$ cat src/rtl/p4sched_pkg.sv
// Shared definitions for the round-robin P4 adder scheduler.
//   state_e            : scheduler FSM states
//   NBIT_DEF/NREQ_DEF  : default operand width and requester count
//   clog2()            : index width helper for parameter defaults
package p4sched_pkg;

  typedef enum logic [1:0] {
    IDLE = 2'd0,
    EXEC = 2'd1,
    DONE = 2'd2
  } state_e;

  localparam int NBIT_DEF = 32;
  localparam int NREQ_DEF = 4;

  function automatic int clog2(input int n);
    int r;
    r = 0;
    while ((1 << r) < n) r++;
    return r;
  endfunction

endpackage

$ cat src/rtl/P4ADDER_NBIT32.sv
// 32-bit P4 sparse-tree adder core: a prefix tree produces one carry every
// four bits, and each 4-bit block picks between precomputed sums for carry-in
// 0 and 1.
// Ports: A, B (operands), Ci (carry in), S (sum), Co (carry out).
module P4ADDER_NBIT32 (
  input  logic [31:0] A,
  input  logic [31:0] B,
  input  logic        Ci,
  output logic [31:0] S,
  output logic        Co
);

  logic [31:0] g, p;
  logic [7:0]  blk_g, blk_p, gg, pp, gn, pn;
  logic [8:0]  c4;
  logic [3:0]  sum0, sum1;

  always_comb begin
    g     = A & B;
    p     = A ^ B;
    blk_g = '0;
    blk_p = '0;
    for (int k = 0; k < 8; k++) begin
      blk_g[k] = g[4*k+3] | (p[4*k+3] & g[4*k+2]) |
                 (p[4*k+3] & p[4*k+2] & g[4*k+1]) |
                 (p[4*k+3] & p[4*k+2] & p[4*k+1] & g[4*k]);
      blk_p[k] = &p[4*k +: 4];
    end
    // Ci is folded into block 0 so every tree output is a true carry.
    gg    = blk_g;
    pp    = blk_p;
    gg[0] = blk_g[0] | (blk_p[0] & Ci);
    gn    = gg;
    pn    = pp;
    for (int lvl = 0; lvl < 3; lvl++) begin
      gn = gg;
      pn = pp;
      for (int k = 0; k < 8; k++) begin
        if (k >= (1 << lvl)) begin
          gn[k] = gg[k] | (pp[k] & gg[k-(1<<lvl)]);
          pn[k] = pp[k] & pp[k-(1<<lvl)];
        end
      end
      gg = gn;
      pp = pn;
    end
    c4 = {gg, Ci};
  end

  always_comb begin
    S    = '0;
    sum0 = '0;
    sum1 = '0;
    for (int k = 0; k < 8; k++) begin
      sum0 = A[4*k +: 4] + B[4*k +: 4];
      sum1 = sum0 + 4'd1;
      S[4*k +: 4] = c4[k] ? sum1 : sum0;
    end
  end

  assign Co = c4[8];

endmodule

$ cat src/rtl/rr_arbiter.sv
// Combinational round-robin arbiter. Scans requests starting one past the
// pointer and wrapping; the first set bit wins. The pointer register lives in
// the caller.
// Ports: req_i (request vector), ptr_i (last winner), en_i (arbitration
// enable), gnt_o (one-hot grant), idx_o (encoded winner).
module rr_arbiter
  import p4sched_pkg::*;
#(
  parameter int NREQ = NREQ_DEF,
  parameter int IDW  = clog2(NREQ)
) (
  input  logic [NREQ-1:0] req_i,
  input  logic [IDW-1:0]  ptr_i,
  input  logic            en_i,
  output logic [NREQ-1:0] gnt_o,
  output logic [IDW-1:0]  idx_o
);

  int             cand;
  logic [IDW-1:0] cidx;
  logic           found;

  always_comb begin
    gnt_o = '0;
    idx_o = '0;
    found = 1'b0;
    cand  = 0;
    cidx  = '0;
    for (int k = 1; k <= NREQ; k++) begin
      cand = (int'(ptr_i) + k) % NREQ;
      cidx = IDW'(cand);
      if (en_i && !found && req_i[cidx]) begin
        found       = 1'b1;
        gnt_o[cidx] = 1'b1;
        idx_o       = cidx;
      end
    end
  end

endmodule

$ cat src/rtl/p4adder_rr_sched.sv
// Round-robin scheduler sharing one P4ADDER_NBIT32 among NREQ requesters.
// One operation per grant: IDLE accepts, EXEC lets the adder settle on the
// operand registers, DONE presents the result until RES_READY.
// Ports: CLK/RST (async active-high), REQ_VALID/REQ_READY/REQ_A/REQ_B/REQ_SUB
// request side, RES_VALID/RES_READY/RES_S/RES_CO/RES_ID result side, BUSY.
// Build option: define P4SCHED_OVF_EN to add RES_OVF (signed overflow flag).
//
// state | meaning
// IDLE  | arbitrate; grant drives REQ_READY, accept captures operands
// EXEC  | adder evaluates operand registers; result registered on exit
// DONE  | RES_VALID high, result held until RES_READY
module p4adder_rr_sched
  import p4sched_pkg::*;
#(
  parameter int NBIT = NBIT_DEF,
  parameter int NREQ = NREQ_DEF,
  parameter int IDW  = clog2(NREQ)
) (
  input  logic                 CLK,
  input  logic                 RST,
  input  logic [NREQ-1:0]      REQ_VALID,
  output logic [NREQ-1:0]      REQ_READY,
  input  logic [NREQ*NBIT-1:0] REQ_A,
  input  logic [NREQ*NBIT-1:0] REQ_B,
  input  logic [NREQ-1:0]      REQ_SUB,
  output logic                 RES_VALID,
  input  logic                 RES_READY,
  output logic [NBIT-1:0]      RES_S,
  output logic                 RES_CO,
  output logic [IDW-1:0]       RES_ID,
`ifdef P4SCHED_OVF_EN
  output logic                 RES_OVF,
`endif
  output logic                 BUSY
);

  state_e            state_q, state_d;
  logic [IDW-1:0]    ptr_q, id_q, res_id_q, gnt_idx;
  logic [NREQ-1:0]   gnt;
  logic [NBIT-1:0]   opa_q, opb_q, res_s_q, sel_a, sel_b, add_s;
  logic              opci_q, res_co_q, sel_sub, add_co, accept;

  rr_arbiter #(.NREQ(NREQ), .IDW(IDW)) u_arb (
    .req_i (REQ_VALID),
    .ptr_i (ptr_q),
    .en_i  (state_q == IDLE),
    .gnt_o (gnt),
    .idx_o (gnt_idx)
  );

  P4ADDER_NBIT32 u_adder (
    .A  (opa_q),
    .B  (opb_q),
    .Ci (opci_q),
    .S  (add_s),
    .Co (add_co)
  );

  assign accept = |gnt;

  always_comb begin
    sel_a   = REQ_A[int'(gnt_idx)*NBIT +: NBIT];
    sel_b   = REQ_B[int'(gnt_idx)*NBIT +: NBIT];
    sel_sub = REQ_SUB[gnt_idx];
  end

  always_comb begin
    state_d = state_q;
    unique case (state_q)
      IDLE:    if (accept) state_d = EXEC;
      EXEC:    state_d = DONE;
      DONE:    if (RES_READY) state_d = IDLE;
      default: state_d = IDLE;
    endcase
  end

  always_ff @(posedge CLK or posedge RST) begin
    if (RST) state_q <= IDLE;
    else     state_q <= state_d;
  end

  // Subtract is A + ~B + 1, so inversion happens before the operand register.
  always_ff @(posedge CLK or posedge RST) begin
    if (RST) begin
      ptr_q  <= IDW'(NREQ-1);
      opa_q  <= '0;
      opb_q  <= '0;
      opci_q <= 1'b0;
      id_q   <= '0;
    end else if (accept) begin
      ptr_q  <= gnt_idx;
      opa_q  <= sel_a;
      opb_q  <= sel_sub ? ~sel_b : sel_b;
      opci_q <= sel_sub;
      id_q   <= gnt_idx;
    end
  end

  always_ff @(posedge CLK or posedge RST) begin
    if (RST) begin
      res_s_q  <= '0;
      res_co_q <= 1'b0;
      res_id_q <= '0;
    end else if (state_q == EXEC) begin
      res_s_q  <= add_s;
      res_co_q <= add_co;
      res_id_q <= id_q;
    end
  end

`ifdef P4SCHED_OVF_EN
  logic res_ovf_q;

  // Same-sign operands producing an opposite-sign sum; opb_q is already
  // inverted for subtract, so one rule covers both operations.
  always_ff @(posedge CLK or posedge RST) begin
    if (RST) res_ovf_q <= 1'b0;
    else if (state_q == EXEC)
      res_ovf_q <= (opa_q[NBIT-1] == opb_q[NBIT-1]) && (add_s[NBIT-1] != opa_q[NBIT-1]);
  end

  assign RES_OVF = res_ovf_q;
`endif

  assign REQ_READY = gnt;
  assign RES_VALID = (state_q == DONE);
  assign RES_S     = res_s_q;
  assign RES_CO    = res_co_q;
  assign RES_ID    = res_id_q;
  assign BUSY      = (state_q != IDLE);

endmodule

$ cat config.mk
export PLATFORM = sky130hd
export DESIGN_NAME = p4adder_rr_sched
export DESIGN_NICKNAME = d
export VERILOG_FILES = /design/src/rtl/p4sched_pkg.sv /design/src/rtl/P4ADDER_NBIT32.sv /design/src/rtl/rr_arbiter.sv /design/src/rtl/p4adder_rr_sched.sv
export SDC_FILE = /design/constraint.sdc
export NUM_CORES = 1
export LEC_CHECK = 0
export CORE_MARGIN = 3
export CORE_UTILIZATION = 30
export CTS_BUF_LIST = sky130_fd_sc_hd__clkbuf_8 sky130_fd_sc_hd__clkbuf_16
export DETAILED_ROUTE_END_ITERATION = 8
export PLACE_DENSITY = 0.54
export SYNTH_ARGS = -nofsm -noshare
export SYNTH_HDL_FRONTEND = slang
export SYNTH_HIERARCHICAL = 1
export SYNTH_SLANG_ARGS = --single-unit
$ cat constraint.sdc
create_clock -name CLK -period 4.1 [get_ports CLK]
set_input_delay 0.82 -clock CLK [delete_from_list [all_inputs] [get_ports CLK]]
set_output_delay 0.82 -clock CLK [all_outputs]
set_load 0.02 [all_outputs]
==> metrics.md <==
| Metric | Value |
|---|---|
| Hpwl dp | `21400 um` |
| Initial core utilization | `30.7%` |
| Post-synth top cells | `nand2_1 (125), dfrtp_1 (104), xor2_1 (81), mux2i_1 (65), xnor2_1 (54)` |
| Area leader, netlist | `dfrtp_1` |
| Setup WS pre-CTS | `between 15 and 20 ps` |
| Crit path cell chain | `clkdlybuf4s50_1 -> mux4_2 -> buf_4 -> nor2b_4 -> a22o_1 -> a22oi_1 -> nand2_1 -> dlygate4sd2_1` |
| Max-cap viol count | `0` |
| CP peak stage delay | `590 ps` |
| Final setup viols | `0` |
| Fin. Hold Viols | `0` |
| Fin crit share | `about nine tenths` |
| CTS tree | `yes` |
| Drt drc | `0` |
| PD cells | `978 nW/um^2` |
| Root Buffer | `clkbuf_16` |
| H-tree depth | `3` |
| VDD IR max | `~0.65 mV` |
| Antenna Cells | `0` |
| Required time worst endpoint | `between 3000 and 4000 ps` |
| PortBufs | `307` |
| Syn Area/Cell | `10.6 um^2` |
| Die Y | `approximately 180 um` |
| Synth top area share | `29.3%` |
| Final WL | `around 28000 um` |
| Initial detailed-routing violation count | `between 200 and 300` |
| FF-to-FF Start | `ptr_q[0]` |
| Worst Tran Pin Value | `about 1100 ps` |
| Worst hold start | `opa_q[11]` |
| I/O pins | `roughly 300` |
| Area of the mapped netlist | `between 8000 and 9000 um^2` |
| Area contributors post-synth | `dfrtp_1 (29%), mux4_2 (8.9%), xor2_1 (8.0%)` |
| GRT Total Usage | `17.0%` |
| FMAX | `approximately 270 MHz` |
| Area of placed instances | `12500 um^2` |
| First-pass GRT wire length | `between 40000 and 50000 um` |
| Cell variety after synth | `62` |
| Setup TNS | `0 ps` |
| Most used DFF post-synth | `dfrtp_1` |
| Share of cells above drive strength 1 | `15.0%` |
| Die ar. | `31700 um^2` |
| Largest net degree at the start of global routing | `66` |
| Worst hold slack | `476 ps` |
| Critical path fanouts, max | `6` |
| Vias in the first global route | `7501` |
| Grt total ovfl | `0` |
| Pre-antenna DRT Iters | `4` |
| Net Count, Synth | `1161` |
| Row cnt | `62` |
| CTS Hold Bufs | `0` |
| Slew Limit Fails | `0` |
| Vias | `roughly 7.2k` |
| Warnings from Yosys | `6` |
| Clk sinks | `106` |
| Longest Clk Path Bufs | `2` |
| RSZ-0062 raised after global routing | `no` |
| Worst setup SP type | `primary input` |
| Status | `finished, final reports clean` |
| Tmin final | `between 3000 and 4000 ps` |
| Slew margin rel. | `28.1%` |
| CTS Buf Count | `9` |
| Slowest CP cell | `mux4_2` |
| Post-synth EDFFs | `0` |
| Worst-path clk slew | `70 ps` |
| Setup CP Type | `primary input to output port` |
| Vias per std cell | `4.77` |
| Synthesis-stage register bit count | `approximately 110` |
| Sequential area share after synthesis | `29.9%` |
| Cells after synthesis | `838` |
| Area Overhead vs Synth | `43.9%` |
| PnR worst setup slack | `around 340 ps` |
| Final nets | `1449` |
| Fillers | `2721` |
| LEAKAGE | `between 5 and 6 nW` |
| Cell with the most instances after synthesis | `nand2_1` |
| Antenna violations before repair | `0` |
| Post-route ant nets | `0` |
| Worst skew pair latency | `350 ps` |
| Final GP Congestion | `0.807` |
| Critical Path AT | `2940 ps` |
| CP Launch Point | `REQ_VALID[2]` |
| Drt wl/cell | `18.2 um` |
| Worst Hold Class | `flip-flop to flip-flop` |
| Worst setup EP type | `output port` |
| Post-route cell area | `12800 um^2` |
| Setup Skew | `8.93 ps` |
| Core area | `28900 um^2` |
| DIE WIDTH | `~180 um` |
| Asr flop ratio synth | `100%` |
[routing by layer]
metal / GRT usage (%) / wire (um) / vias to the layer above
met5: 0 / 0 / -
met1: 22.1 / 11900 / 3486
met2: 29.7 / 13800 / 183
met4: 3.47 / 304 / 0
li1: - / - / 3534
met3: 3.02 / 1500 / 19
[cells by family after synthesis]
| family | after synthesis | share of synthesized area (%) |
|---|---|---|
| buffers and inverters | 86 | 4.56 |
| adder cells (fa/ha/maj) | 56 | 8.57 |
| AND/OR/NAND/NOR | 204 | 10.2 |
| AO/OA/AOI/OAI | 107 | 11.4 |
| XOR/XNOR | 135 | 13.3 |
| flip-flops | 106 | 29.9 |
| multiplexers | 144 | 22.1 |
[flip-flops by register name (all words and copies together) (netlist names), 2 cells and up]
signal	cells
RES_ID	2
state_q	2
opb_q	32
RES_S	32
ptr_q	2
id_q	2
opa_q	32
[worst max-delay path: cells and delay by family]
kind                   cells  cell delay (ps)
buffers and inverters      3             1040
multiplexers               1              590
AO/OA/AOI/OAI              2              200
AND/OR/NAND/NOR            2              290
[power breakdown]
part	leakage, nW	switching (mW)	internal, mW
clock	0.155	0.406	0.524
sequential	1.24	0.347	1.67
combinational	3.95	5.06	4.50
total	5.35	5.81	6.69
[stage by stage]
| step | total power, mW | instances | utilization [%] |
|---|---|---|---|
| floorplan | 8.95 | 838 | - |
| global placement | 11.6 | 1498 | 43.0 |
| detailed placement | 11.7 | 1498 | 43.0 |
| CTS | 12.7 | 1513 | 44.1 |
| global route | 13.6 | 1514 | 44.2 |
| finish | 12.5 | 1514 | 44.2 |
[final timing paths]
check                          endpoint  slack, ps  cells after the start
setup / recovery           REQ_READY[0]        340                      8
hold / removal                opa_q[11]        480                      2
min in group asynchronous     RES_S[20]       1000                      2
hold reg to reg               opa_q[11]        480                      2
setup reg to reg               opb_q[2]        550                     13
max in group asynchronous     opa_q[13]       2310                      3
[what timing repair did]
item,in CTS,in global routing
gates resized for setup,2,4
endpoints found under the setup margin,4,3
buffers inserted,0,1
[cell type report]
class,instances,area (um^2),share of cell area [%]
Timing Repair Buffer,328,3340,26.1
Clock buffer,12,267,2.09
Multi-Input combinational cell,646,5860,45.8
Clock inverter,3,47.5,0.372
Inverter,35,134,1.05
Tap cell,384,480,3.76
Sequential cell,106,2660,20.8
[cell usage in the layout, fill, tap and decap left out, drive strengths merged, types with 14 or more instances in the layout]
cell,synthesis,routed
xnor2,54,54
clkdlybuf4s50,0,301
nand2,125,125
mux2,42,42
a221oi,32,32
ha,48,48
dfrtp,104,104
mux4,36,36
inv,35,35
nor2,42,42
a21oi,19,19
xor2,81,81
a21o,14,14
buf,36,23
mux2i,66,66
Note: power is estimated with default switching activity, not from simulation.
